File: src/rtl/ps2_rx_frame_ctrl_pkg.sv
// Shared constants for the PS/2 receive frame controller: FSM encoding,
// frame geometry and the frame acceptance rule.
package ps2_rx_frame_ctrl_pkg;

  localparam int FRAME_BITS = 11;
  localparam int DATA_BITS  = 8;

  localparam logic [1:0] ST_IDLE  = 2'd0;
  localparam logic [1:0] ST_RECV  = 2'd1;
  localparam logic [1:0] ST_CHECK = 2'd2;

  // Odd parity over data+parity and a high stop bit make a good frame.
  function automatic logic frame_ok(input logic [DATA_BITS-1:0] data,
                                    input logic                 parity,
                                    input logic                 stop);
    return stop & (^{data, parity});
  endfunction

endpackage

File: src/rtl/ps2_rx_frame_ctrl_sync_filter.sv
// PS/2 line conditioning: two-flop synchronisers, a run-length glitch filter on
// the clock line and a registered falling-edge strobe of the filtered clock.
module ps2_sync_filter #(
  parameter int FILTER_LEN = 8
) (
  input  logic clk,
  input  logic rst,
  input  logic ps2_clk,
  input  logic ps2_data,
  output logic fe,
  output logic data_sync
);

  localparam int CW = $clog2(FILTER_LEN + 1);
  localparam logic [CW-1:0] CNT_LAST = CW'(FILTER_LEN - 1);

  logic          r_clk_s1;
  logic          r_clk_s2;
  logic          r_dat_s1;
  logic          r_dat_s2;
  logic          r_filt;
  logic [CW-1:0] r_cnt;
  logic          r_fe;

  always_ff @(posedge clk or negedge rst) begin
    if (!rst) begin
      r_clk_s1 <= 1'b0;
      r_clk_s2 <= 1'b0;
      r_dat_s1 <= 1'b0;
      r_dat_s2 <= 1'b0;
      r_filt   <= 1'b1;
      r_cnt    <= '0;
      r_fe     <= 1'b0;
    end else begin
      r_clk_s1 <= ps2_clk;
      r_clk_s2 <= r_clk_s1;
      r_dat_s1 <= ps2_data;
      r_dat_s2 <= r_dat_s1;
      r_fe     <= 1'b0;
      // r_cnt tracks the current run of samples disagreeing with r_filt
      if (r_clk_s2 == r_filt) begin
        r_cnt <= '0;
      end else if (r_cnt == CNT_LAST) begin
        r_filt <= r_clk_s2;
        r_cnt  <= '0;
        r_fe   <= ~r_clk_s2;
      end else begin
        r_cnt <= r_cnt + 1'b1;
      end
    end
  end

  assign fe        = r_fe;
  assign data_sync = r_dat_s2;

endmodule

File: src/rtl/ps2_rx_frame_ctrl.sv
// PS/2 device-to-host frame receiver: collects start/8 data/parity/stop bits on
// filtered falling edges, validates the frame and reports it with one-cycle strobes.
module ps2_rx_frame_ctrl
  import ps2_rx_frame_ctrl_pkg::*;
#(
  parameter int FILTER_LEN     = 8,
  parameter int TIMEOUT_CYCLES = 50000
) (
  input  logic       clk,
  input  logic       rst,
  input  logic       ps2_clk,
  input  logic       ps2_data,
  input  logic       habilitar,
  output logic [7:0] dato,
  output logic       cod_verificado,
  output logic       error_trama,
  output logic       ocupado
);

  localparam int TW  = $clog2(TIMEOUT_CYCLES + 1);
  localparam int BCW = $clog2(FRAME_BITS + 1);
  localparam int SW  = FRAME_BITS - 2;
  localparam logic [TW-1:0]  TO_LIMIT = TW'(TIMEOUT_CYCLES);
  localparam logic [BCW-1:0] LAST_BIT = BCW'(FRAME_BITS - 1);

  logic                 w_fe;
  logic                 w_data;
  logic [SW:0]          w_frame;
  logic [TW-1:0]        w_to_next;

  logic [1:0]           r_state;
  logic [BCW-1:0]       r_bit_cnt;
  logic [SW-1:0]        r_shift;
  logic [TW-1:0]        r_to_cnt;
  logic [DATA_BITS-1:0] r_dato;
  logic                 r_cod;
  logic                 r_err;
  logic                 r_ocupado;

  logic [1:0]           w_state_d;
  logic [BCW-1:0]       w_bit_cnt_d;
  logic [SW-1:0]        w_shift_d;
  logic [TW-1:0]        w_to_cnt_d;
  logic [DATA_BITS-1:0] w_dato_d;
  logic                 w_cod_d;
  logic                 w_err_d;

  ps2_sync_filter #(
    .FILTER_LEN (FILTER_LEN)
  ) u_sync_filter (
    .clk       (clk),
    .rst       (rst),
    .ps2_clk   (ps2_clk),
    .ps2_data  (ps2_data),
    .fe        (w_fe),
    .data_sync (w_data)
  );

  // Frame as it stands once the bit on the current edge is included.
  assign w_frame   = {w_data, r_shift};
  assign w_to_next = r_to_cnt + 1'b1;

  always_comb begin
    w_state_d   = r_state;
    w_bit_cnt_d = r_bit_cnt;
    w_shift_d   = r_shift;
    w_to_cnt_d  = r_to_cnt;
    w_dato_d    = r_dato;
    w_cod_d     = 1'b0;
    w_err_d     = 1'b0;
    case (r_state)
      ST_IDLE: begin
        w_to_cnt_d = '0;
        if (w_fe && habilitar && !w_data) begin
          w_state_d   = ST_RECV;
          w_bit_cnt_d = BCW'(1);
          w_shift_d   = '0;
        end
      end
      ST_RECV: begin
        if (w_fe) begin
          w_to_cnt_d = '0;
          w_shift_d  = w_frame[SW:1];
          if (r_bit_cnt == LAST_BIT) begin
            // Verdict is registered on the stop edge so the strobe lands in CHECK.
            w_state_d   = ST_CHECK;
            w_bit_cnt_d = '0;
            if (frame_ok(w_frame[DATA_BITS-1:0], w_frame[DATA_BITS], w_frame[DATA_BITS+1])) begin
              w_dato_d = w_frame[DATA_BITS-1:0];
              w_cod_d  = 1'b1;
            end else begin
              w_err_d = 1'b1;
            end
          end else begin
            w_bit_cnt_d = r_bit_cnt + 1'b1;
          end
        end else if (w_to_next == TO_LIMIT) begin
          w_state_d   = ST_IDLE;
          w_err_d     = 1'b1;
          w_shift_d   = '0;
          w_bit_cnt_d = '0;
          w_to_cnt_d  = '0;
        end else begin
          w_to_cnt_d = w_to_next;
        end
      end
      ST_CHECK: begin
        w_state_d = ST_IDLE;
        w_shift_d = '0;
      end
      default: begin
        w_state_d   = ST_IDLE;
        w_bit_cnt_d = '0;
        w_shift_d   = '0;
        w_to_cnt_d  = '0;
      end
    endcase
  end

  always_ff @(posedge clk or negedge rst) begin
    if (!rst) begin
      r_state   <= ST_IDLE;
      r_bit_cnt <= '0;
      r_shift   <= '0;
      r_to_cnt  <= '0;
      r_dato    <= '0;
      r_cod     <= 1'b0;
      r_err     <= 1'b0;
      r_ocupado <= 1'b0;
    end else begin
      r_state   <= w_state_d;
      r_bit_cnt <= w_bit_cnt_d;
      r_shift   <= w_shift_d;
      r_to_cnt  <= w_to_cnt_d;
      r_dato    <= w_dato_d;
      r_cod     <= w_cod_d;
      r_err     <= w_err_d;
      r_ocupado <= (w_state_d != ST_IDLE);
    end
  end

  assign dato           = r_dato;
  assign cod_verificado = r_cod;
  assign error_trama    = r_err;
  assign ocupado        = r_ocupado;

endmodule

File: config.mk
export PLATFORM = sky130hd
export DESIGN_NAME = ps2_rx_frame_ctrl
export DESIGN_NICKNAME = d
export VERILOG_FILES = /design/src/rtl/ps2_rx_frame_ctrl_pkg.sv /design/src/rtl/ps2_rx_frame_ctrl_sync_filter.sv /design/src/rtl/ps2_rx_frame_ctrl.sv
export SDC_FILE = /design/constraint.sdc
export NUM_CORES = 1
export LEC_CHECK = 0
export ABC_CLOCK_PERIOD_IN_PS = 2300
export CAP_MARGIN = 20
export CORE_ASPECT_RATIO = 0.7
export CORE_MARGIN = 4
export CORE_UTILIZATION = 53
export CTS_CLUSTER_DIAMETER = 50
export DETAILED_ROUTE_END_ITERATION = 10
export PLACE_DENSITY = 0.81
export SLEW_MARGIN = 0
export SYNTH_ARGS = -nofsm -noshare
export SYNTH_HDL_FRONTEND = slang
export SYNTH_SLANG_ARGS = --single-unit
File: constraint.sdc
create_clock -name clk -period 2.3 [get_ports clk]
set_clock_uncertainty 0.15 [all_clocks]
set_input_delay 0.46 -clock clk [delete_from_list [all_inputs] [get_ports clk]]
set_output_delay 0.46 -clock clk [all_outputs]
set_load 0.01 [all_outputs]
Yosys cells after proc, flatten, opt, wreduce, memory -nomap -nowiden

Cells that the tools add are included.
Widths: inputs -> output; s select.

Logic and storage cells: 70
Memory bits (writable): 0
Bits in read-only memories: 0
Register bits: 52
Bits in latches: 0
Input port bits: 5
Memories: 0

Multiplexer cells: 30
Shifts and indexed selects: 0
Div/mod/pow operators: 0
Bitwise operators: 4
Add/sub/neg operators: 3
Reduce and logical (&&, ||, !) cells: 10
Magnitude comparators: 0
Equal/unequal tests: 8
Multiply operators: 0

Operator list:

| operator              | number |
|---|---|
| $mux 16               | 2 |
| $pmux 16 s2           | 1 |
| $mux 9                | 3 |
| $mux 4                | 6 |
| $pmux 9 s2            | 1 |
| $add 16x1->16 const B | 1 |
| $eq 16x16->1 const B  | 1 |
| $pmux 4 s3            | 1 |
| $mux 1                | 11 |
| $reduce_xor 9->1      | 1 |
| $add 4x1->4 const B   | 2 |
| $mux 2                | 4 |
| $eq 4x3->1 const B    | 1 |
| $eq 4x4->1 const B    | 1 |
| $pmux 2 s2            | 1 |
| $reduce_and 2->1      | 2 |
| $reduce_and 4->1      | 1 |
| $ne 3x2->1 const B    | 1 |
| $not 1->1             | 3 |
| $reduce_and 3->1      | 1 |
| $eq 2x1->1 const B    | 1 |
| $eq 2x2->1 const B    | 1 |
| $logic_and 1x1->1     | 2 |
| $logic_not 2->1       | 1 |
| 5 further kinds       | 5 |

Longest topological paths before layout

Gate-level depths: netlist of run 1.

Depth after elaboration: 6
Depth in mapped cells: 9
Mapped depth without buffers: 7

Modules after synthesis

Synthesis of run 1 repeated with hierarchy kept, for this count alone.

Cell total of the unflattened synthesis: 257
Area, all modules: 2685.1 sq um

Modules (own cells, without submodules):

| module            | area each (sq um) | instances | cells an instance |
|---|---|---|---|
| ps2_rx_frame_ctrl | 2326.0            | 1         | 234 |
| ps2_sync_filter   | 359.1             | 1         | 23 |

Least setup slack after synthesis of run 1

OpenSTA, ideal clock, no wires.

Path type: reg2reg
Start: register r_to_cnt[0]
End: register r_to_cnt[4]
Cell stages (with the launch flop): 10
Library setup time: 0.128 ns
Path slack: 0.033 ns
Data arrival time: 1.989 ns
Data required time: 2.022 ns
Cells stage by stage: dfrtp_1 -> ha_1 -> and3_1 -> buf_2 -> nor4_1 -> a311o_1 -> nand4_1 -> buf_4 -> a31oi_1 -> o22ai_1

Longest elaborated chain between the ends: 5

RTL lines:

| item                     | RTL line                 | source |
|---|---|---|
| start: declaration       | ps2_rx_frame_ctrl.sv:34  | `logic [TW-1:0] r_to_cnt;` |
| start signal: assignment | ps2_rx_frame_ctrl.sv:134 | `r_to_cnt <= w_to_cnt_d;` |
| $add 16x1->16 (*)        | ps2_rx_frame_ctrl.sv:61  | `assign w_to_next = r_to_cnt + 1'b1;` |
| $eq 16x16->1             | ps2_rx_frame_ctrl.sv:97  | `end else if (w_to_next == TO_LIMIT) begin` |
| $mux 16 (*)              | ps2_rx_frame_ctrl.sv:97  |  |
| $mux 16 (*)              | ps2_rx_frame_ctrl.sv:81  | `if (w_fe) begin` |
| $pmux 16 s2 (*)          | ps2_rx_frame_ctrl.sv:71  | `case (r_state)` |

Every way passes the cells marked *; elsewhere a longest branch is shown, timed or not.
A chain may end at the register's enable or synchronous reset.

Worst setup path after layout of run 1

Start: register r_to_cnt[1]
End: register r_to_cnt[8]

Same word-level chain as after synthesis.

==> reports/summary.txt, run 1 <==
Status = finished, final reports clean
Wire length on met3 = 309 um
Die H = 66.91 um
DP HPWL = 3768 um
Post-route ant nets = 0
Design Area, Final = 3162 um2
Asr flop ratio synth = 100.0%
Ant. Diodes = 0
Final Max Slew Viols = 0
Metal-1 WL = 2793 um
Met2 routed WL = 2608 um
Port bufs = 15
Final GP Congestion = 0.9581
Vias in the first global route = 1,825
Worst stage delay on the critical path = 0.42 ns
H-tree depth = 2
Mean routed wirelength per cell = 16.21 um
#FFs+latches synth = 52
Setup slack on the worst flop-to-flop path = 0.002 ns
Syn Nets = 265
Minimum clock period = 2.298 ns
Seq/Total Area, Yosys = 49.57%
Vias per cell = 5.972
R2r worst-path depth = 10
First-pass GRT wire length = 9252 um
Via count = 2,138
Total wire length = 5802 um
Share of cells above drive strength 1 = 22.84%
Avg Cell Area, Syn = 10.26 um2
Post-route insts no fill = 358
CTS tree = yes
Dpl cell area = 2928 um2
Synth cell types = 54
Finish-stage setup viols = 0
Core area = 4782 um2
Synth warn = 0
Synth area leaders = dfrtp_1 49%, nand3_1 4.4%, mux2_2 3.9%
Yosys top cell area share = 48.57%
Worst-path clk slew = 0.10 ns
CP Capture Point = r_to_cnt[8]$_DFFE_PN0P_
Worst Setup End Kind = flop
EDFF count, synth = 0
Initial antenna violation count = 0
Crit Path Class = reg2reg
GRT Overall Usage = 19.36%
Num CTS Buffers = 5
Router iterations before antenna repair = 5
Static Leak = 1.394 nW
Main synth FF type = dfrtp_1
Crit path launch type = flop
Die Area = 6166 um2
Starting Density = 54.95%
Crit-path max FO = 6
Final #Nets = 297
Critical path data arrival time = 2.35 ns
Residual DRC = 0
Placed Cells = 342
P&R area growth vs syn = 20.33%
Pin count of the biggest net entering global routing = 53
Fmax = 435.2 MHz
Top cells by count, synth = 51 x dfrtp_1, 23 x nand3_1, 22 x nand2_1
Worst VDD drop = 0.0005411 V
Final Cycle Share = 99.89%
Rel. slew slack = 60.44%
Cell taking the most area after synthesis = dfrtp_1
CTS Buffer Depth = 2
Reg2reg end = r_to_cnt[8]$_DFFE_PN0P_
Row cnt = 21
Reg-to-reg startpoint = r_to_cnt[1]$_DFFE_PN0P_
CTS Root Cell = clkbuf_8
Top layer in use = met4
GRT overflow = 0
Tightest Pin Transition = 0.5935 ns
Cells after synthesis = 256
Worst min path class = reg2reg
Slowest CP cell = dfrtp_1
I/O pin count = 16
Worst-Skew Late Latency = 0.31 ns
Req. time, crit path = 2.36 ns
Fin util = 66.12%
Power density cells = 599.1 nW/um2
Worst Setup SP = r_to_cnt[1]$_DFFE_PN0P_
Die span in x = 92.16 um
Maxcap violations = 0
Post-synth design cell area = 2628 um2
CP Cell Sequence = buf_6 > nand4_1 > buf_4 > nor2_2 > o311ai_2 > buf_4 > nand4_1 > buf_6 > a31o_2 > a21o_1
Count leader, synth = dfrtp_1
Starting DRC count in detailed routing = 170
Clock sinks = 52
Hold Vio Cnt, Final = 0
[layer usage]
layer / global-route usage [%] / vias to the layer above
met2: 27.18 / 69
met1: 29.75 / 1059
met4: 5.741 / 0
met3: 4.063 / 10
met5: 0 / -
li1: - / 1000
[stage by stage]
| stage | setup slack (ns) | power [W] | setup TNS, ns | hold WS [ns] |
|---|---|---|---|---|
| finish | 0.002419 | 0.001894 | 0 | 0.2072 |
| global route | -0.1100 | 0.001984 | -1.281 | 0.2223 |
| CTS | 0.006796 | 0.001872 | 0 | 0.2076 |
| detailed placement | -0.01300 | 0.001347 | -0.01937 | 0.1847 |
| global placement | 0.06828 | 0.001332 | 0 | 0.1825 |
| floorplan | 0.03322 | 0.001244 | 0 | 0.01441 |
[kinds of logic after synthesis]
kind of cell	share of synthesized area (%)
fa+ha+maj	1.905
xor+xnor	3.857
mux	4.238
simple gates	21.86
compound gates	13.81
flops	49.57
buf+inv	4.762
[sequential cells by signal, indices dropped and copies added, names as in the netlist, 2 cells and up]
| register | count |
|---|---|
| r_state | 2 |
| r_to_cnt | 16 |
| r_bit_cnt | 4 |
| r_shift | 9 |
| u_sync_filter.r_cnt | 4 |
| dato | 8 |
[cell type report]
type                            instances  area, um2
Tap cell                               69      86.33
Multi-Input combinational cell        179       1264
Sequential cell                        52       1306
Clock inverter                          3      23.77
Timing Repair Buffer                   41      379.1
Inverter                                9      33.78
Clock buffer                            5      68.82
Fill cell                             388       1620
[critical path: cells and delay by family, from the launching register on]
| family | cells | cell delay [ns] |
|---|---|---|
| AO/OA/AOI/OAI | 3 | 0.62 |
| buffers and inverters | 4 | 0.65 |
| AND/OR/NAND/NOR | 3 | 0.36 |
| flip-flops | 1 | 0.42 |
[where the power goes]
part	switching, W	internal (W)	leakage (nW)
clock network	0.000312	0.000216	0.0404
logic	0.000144	0.000131	0.685
registers	0.0000975	0.000994	0.669
[what timing repair did]
item | in CTS | in global routing
resized for setup | 4 | 17
pin swaps | 0 | 8
buffers inserted | 0 | 6
hold endpoints to repair | 51 | 0
setup endpoints to repair | 12 | 32
hold buffers | 1 | 0
[placed cells by master, fill, tap and decap left out, types with 2 or more instances in the layout]
cell,Yosys,layout
xnor2_1,8,8
dfrtp_2,0,3
a31oi_1,5,5
o22ai_1,4,4
nand2b_1,2,2
dfrtp_1,51,48
or3_1,6,6
buf_6,1,3
clkinvlp_4,0,2
a22o_1,7,7
clkbuf_8,1,5
nor3b_1,4,4
a21oi_1,8,8
nand4_1,7,7
and4_4,1,2
buf_12,0,2
nor3_1,6,6
nor4_1,4,2
nand3b_1,2,2
nor2b_1,7,7
buf_4,2,20
mux2_2,9,9
ha_1,4,4
nand3_2,0,2
inv_1,9,9
nor2_1,7,6
clkdlybuf4s50_1,0,14
nor4_2,1,2
a22o_2,2,2
o21ai_0,12,12
nand3_1,23,21
nand2_1,22,21
and3_1,5,4
[worst min path at each step]
stage,startpoint,to,slack (ns),depth (start not counted)
finish,u_sync_filter.r_dat_s1$_DFF_PN0_,u_sync_filter.data_sync$_DFF_PN0_,0.21,0
global route,u_sync_filter.r_clk_s1$_DFF_PN0_,u_sync_filter.r_clk_s2$_DFF_PN0_,0.22,0
CTS,u_sync_filter.r_dat_s1$_DFF_PN0_,u_sync_filter.data_sync$_DFF_PN0_,0.21,0
detailed placement,u_sync_filter.r_dat_s1$_DFF_PN0_,u_sync_filter.data_sync$_DFF_PN0_,0.18,0
global placement,u_sync_filter.r_clk_s1$_DFF_PN0_,u_sync_filter.r_clk_s2$_DFF_PN0_,0.18,0
floorplan,rst,cod_verificado$_DFF_PN0_,0.01,0
No activity file was read; power rests on OpenSTA's default activity.
==> inputs of run 2 (changes only) <==
--- a/config.mk
+++ b/config.mk
@@ -5,14 +5,15 @@
 export SDC_FILE = /design/constraint.sdc
 export NUM_CORES = 1
 export LEC_CHECK = 0
-export ABC_CLOCK_PERIOD_IN_PS = 2300
+export ABC_CLOCK_PERIOD_IN_PS = 2900
 export CAP_MARGIN = 20
 export CORE_ASPECT_RATIO = 0.7
 export CORE_MARGIN = 4
-export CORE_UTILIZATION = 53
+export CORE_UTILIZATION = 63
 export CTS_CLUSTER_DIAMETER = 50
+export CTS_CLUSTER_SIZE = 25
 export DETAILED_ROUTE_END_ITERATION = 10
-export PLACE_DENSITY = 0.81
+export PLACE_DENSITY = 0.9
 export SLEW_MARGIN = 0
 export SYNTH_ARGS = -nofsm -noshare
 export SYNTH_HDL_FRONTEND = slang
==> constraint.sdc (replaced) <==
create_clock -name clk -period 2.9 [get_ports clk]
set_clock_uncertainty 0.15 [all_clocks]
set_input_delay 0.58 -clock clk [delete_from_list [all_inputs] [get_ports clk]]
set_output_delay 0.58 -clock clk [all_outputs]
set_load 0.01 [all_outputs]
==> run 2 against run 1 <==
  * Fmax down 14%
  * Sequential cell count unchanged
  * Worst setup slack better by 0.24 ns
  * Sequential share of layout area up 3.9 points
  * Die area down 14%
  * Final cell count down 10%
  * Non-clock buffer count down 20
  * Hold slack worse by 0.046 ns
  * Register-to-register slack better by 0.24 ns
  * Critical path depth down 3
  * Via count down 3.8%
==> reports/summary.txt, run 2 (synthesis gave the netlist of run 1 again) <==
Internal = 0.001026 W (-23%)
Worst Setup End Kind = flop
Core area = 3970 um2 (-17%)
Slowest CP cell = dfrtp_1
Pre-CTS WS = 0.3371 ns (+0.3501 ns)
Router iterations before antenna repair = 4 (-1)
Port bufs = 15 (unchanged)
Crit Path Class = reg2reg
FILL cells = 277 (-29%)
I/O pin count = 16 (unchanged)
Minimum clock period = 2.660 ns (+0.3629 ns)
R2r worst-path depth = 7 (-3)
Total wire length = 5266 um (-9.2%)
Status = finished, final reports clean
Switching Fraction = 28.27% (-0.97 points)
Row cnt = 19 (-9.5%)
Vias per cell = 6.408 (+7.3%)
Post-CTS setup buffers = 0 (unchanged)
Crit-path max FO = 8 (+2)
Fmax = 375.9 MHz (-14%)
Pin count of the biggest net entering global routing = 33 (-38%)
Starting DRC count in detailed routing = 210 (+24%)
Final Cycle Share = 91.74% (-8.2 points)
Die Area = 5284 um2 (-14%)
Tightest Pin Transition = 0.6826 ns (+0.08919 ns)
Comb power frac = 11.1% (-3.4 points)
Mean routed wirelength per cell = 16.40 um (+1.2%)
RSZ-0062 raised after global routing = no
Reg power frac = 60.8% (+3.2 points)
Residual DRC = 0 (unchanged)
Hold Vio Cnt, Final = 0 (unchanged)
Finish-stage setup viols = 0 (unchanged)
Worst-path clk slew = 0.09 ns (about the same)
Final GP Congestion = 0.9493 (-0.92%)
Top reg by flops = r_to_cnt
Commonest non-fill, non-tap cell in the layout = dfrtp_1
CP Cell Sequence = ha_1 > and3_1 > mux2i_1 > o32ai_1 > nand4_1 > o21ai_1 > o22ai_1
Worst Setup SP = r_to_cnt[0]$_DFFE_PN0P_
Final Max Slew Viols = 0 (unchanged)
GRT overflow = 0 (unchanged)
Max reg flops = 16 (unchanged)
Die H = 62.03 um (-7.3%)
Vias in the first global route = 1,879 (+3.0%)
Worst stage delay on the critical path = 0.48 ns (+0.06 ns)
Ant. Diodes = 0 (unchanged)
Crit path launch type = flop
Psw = 0.0004045 W (-27%)
DP HPWL = 3676 um (-2.4%)
First-pass GRT wire length = 8645 um (-6.6%)
Post-cts gate resize count = 0 (-4)
Critical path data arrival time = 2.69 ns (+0.34 ns)
Cts hold-fix bufs = 0 (-1)
H-tree depth = 2 (unchanged)
Worst VDD drop = 0.0004609 V (-15%)
Reg-to-reg startpoint = r_to_cnt[0]$_DFFE_PN0P_
CTS Buffer Depth = 2 (unchanged)
Final #Nets = 277 (-6.7%)
Setup TNS = 0 ns (unchanged)
Starting Density = 66.18% (+11 points)
Num CTS Buffers = 5 (unchanged)
Worst Slack Setup Final = 0.2396 ns (+0.2371 ns)
CTS Root Cell = clkbuf_8
Req. time, crit path = 2.93 ns (+0.57 ns)
Area of the multi-input gates = 1200 um2 (-5.0%)
Post-route ant nets = 0 (unchanged)
Via count = 2,057 (-3.8%)
Initial antenna violation count = 0 (unchanged)
Clock share of power = 28.0% (about the same)
Clock sinks = 52 (unchanged)
CTS tree = yes
Most frequent cells in the layout = 51 x dfrtp_1, 23 x nand3_1, 22 x nand2_1
GRT Overall Usage = 21.20% (+1.8 points)
Rel. slew slack = 54.49% (-5.9 points)
Worst-Skew Late Latency = 0.30 ns (about the same)
Maxcap violations = 0 (unchanged)
Die span in x = 85.19 um (-7.6%)
Register area = 1303 um2 (-0.29%)
Worst min path class = in2async
Share of cells above drive strength 1 = 12.27% (-11 points)
Fin util = 72.52% (+6.4 points)
Power density cells = 497.0 nW/um2 (-17%)
Static Leak = 1.269 nW (-9.0%)
P&R area growth vs syn = 9.571%
-- run 2: final timing paths --
check	to	slack [ns]
worst max-delay path	r_bit_cnt[1]$_DFFE_PN0P_	0.24
worst min-delay path	r_bit_cnt[0]$_DFFE_PN0P_	0.16
worst max register to register	r_bit_cnt[1]$_DFFE_PN0P_	0.24
worst min register to register	u_sync_filter.r_clk_s2$_DFF_PN0_	0.21
max in group asynchronous	error_trama$_DFF_PN0_	1.81
min in group clk	u_sync_filter.r_clk_s2$_DFF_PN0_	0.21
-- run 2: per-stage QoR --
step	instances	cell area [um2]	total power (W)	hold slack, ns
after floorplan	256	2628	0.0009865	0.1344
after global placement	313	2791	0.001025	0.1878
after detailed placement	313	2791	0.001035	0.1894
after CTS	321	2879	0.001428	0.1846
after global routing	321	2879	0.001502	0.1969
final	321	2879	0.001431	0.1607
-- run 2: power by group through the flow --
stage / Clock (W) / Combinational (W) / Sequential (W)
global placement: 0 / 0.000152 / 0.000873
floorplan: 0 / 0.000152 / 0.000834
CTS: 0.000407 / 0.000158 / 0.000863
detailed placement: 0 / 0.000158 / 0.000876
finish: 0.000401 / 0.000159 / 0.000871
global route: 0.000446 / 0.000177 / 0.000880
-- run 2: layer usage --
metal	GRT usage (%)	vias to the layer above	wire (um)
met5	0	-	0
met4	6.772	0	58
met3	4.480	7	415
met2	34.07	96	2364
met1	29.59	993	2428
li1	-	961	-
-- run 2: area by class of cell --
type | instances | share of cell area [%]
Tap cell | 52 | 2.260
Timing Repair Buffer | 21 | 6.606
Inverter | 9 | 1.173
Sequential cell | 52 | 45.24
Clock buffer | 5 | 2.390
Clock inverter | 3 | 0.6519
Multi-Input combinational cell | 179 | 41.68
-- run 2: critical path: cells and delay by family (launching register included) --
family          cells  cell delay [ns]
flops               1             0.48
mux                 1             0.13
simple gates        2             0.72
compound gates      3             0.78
fa+ha+maj           1             0.27
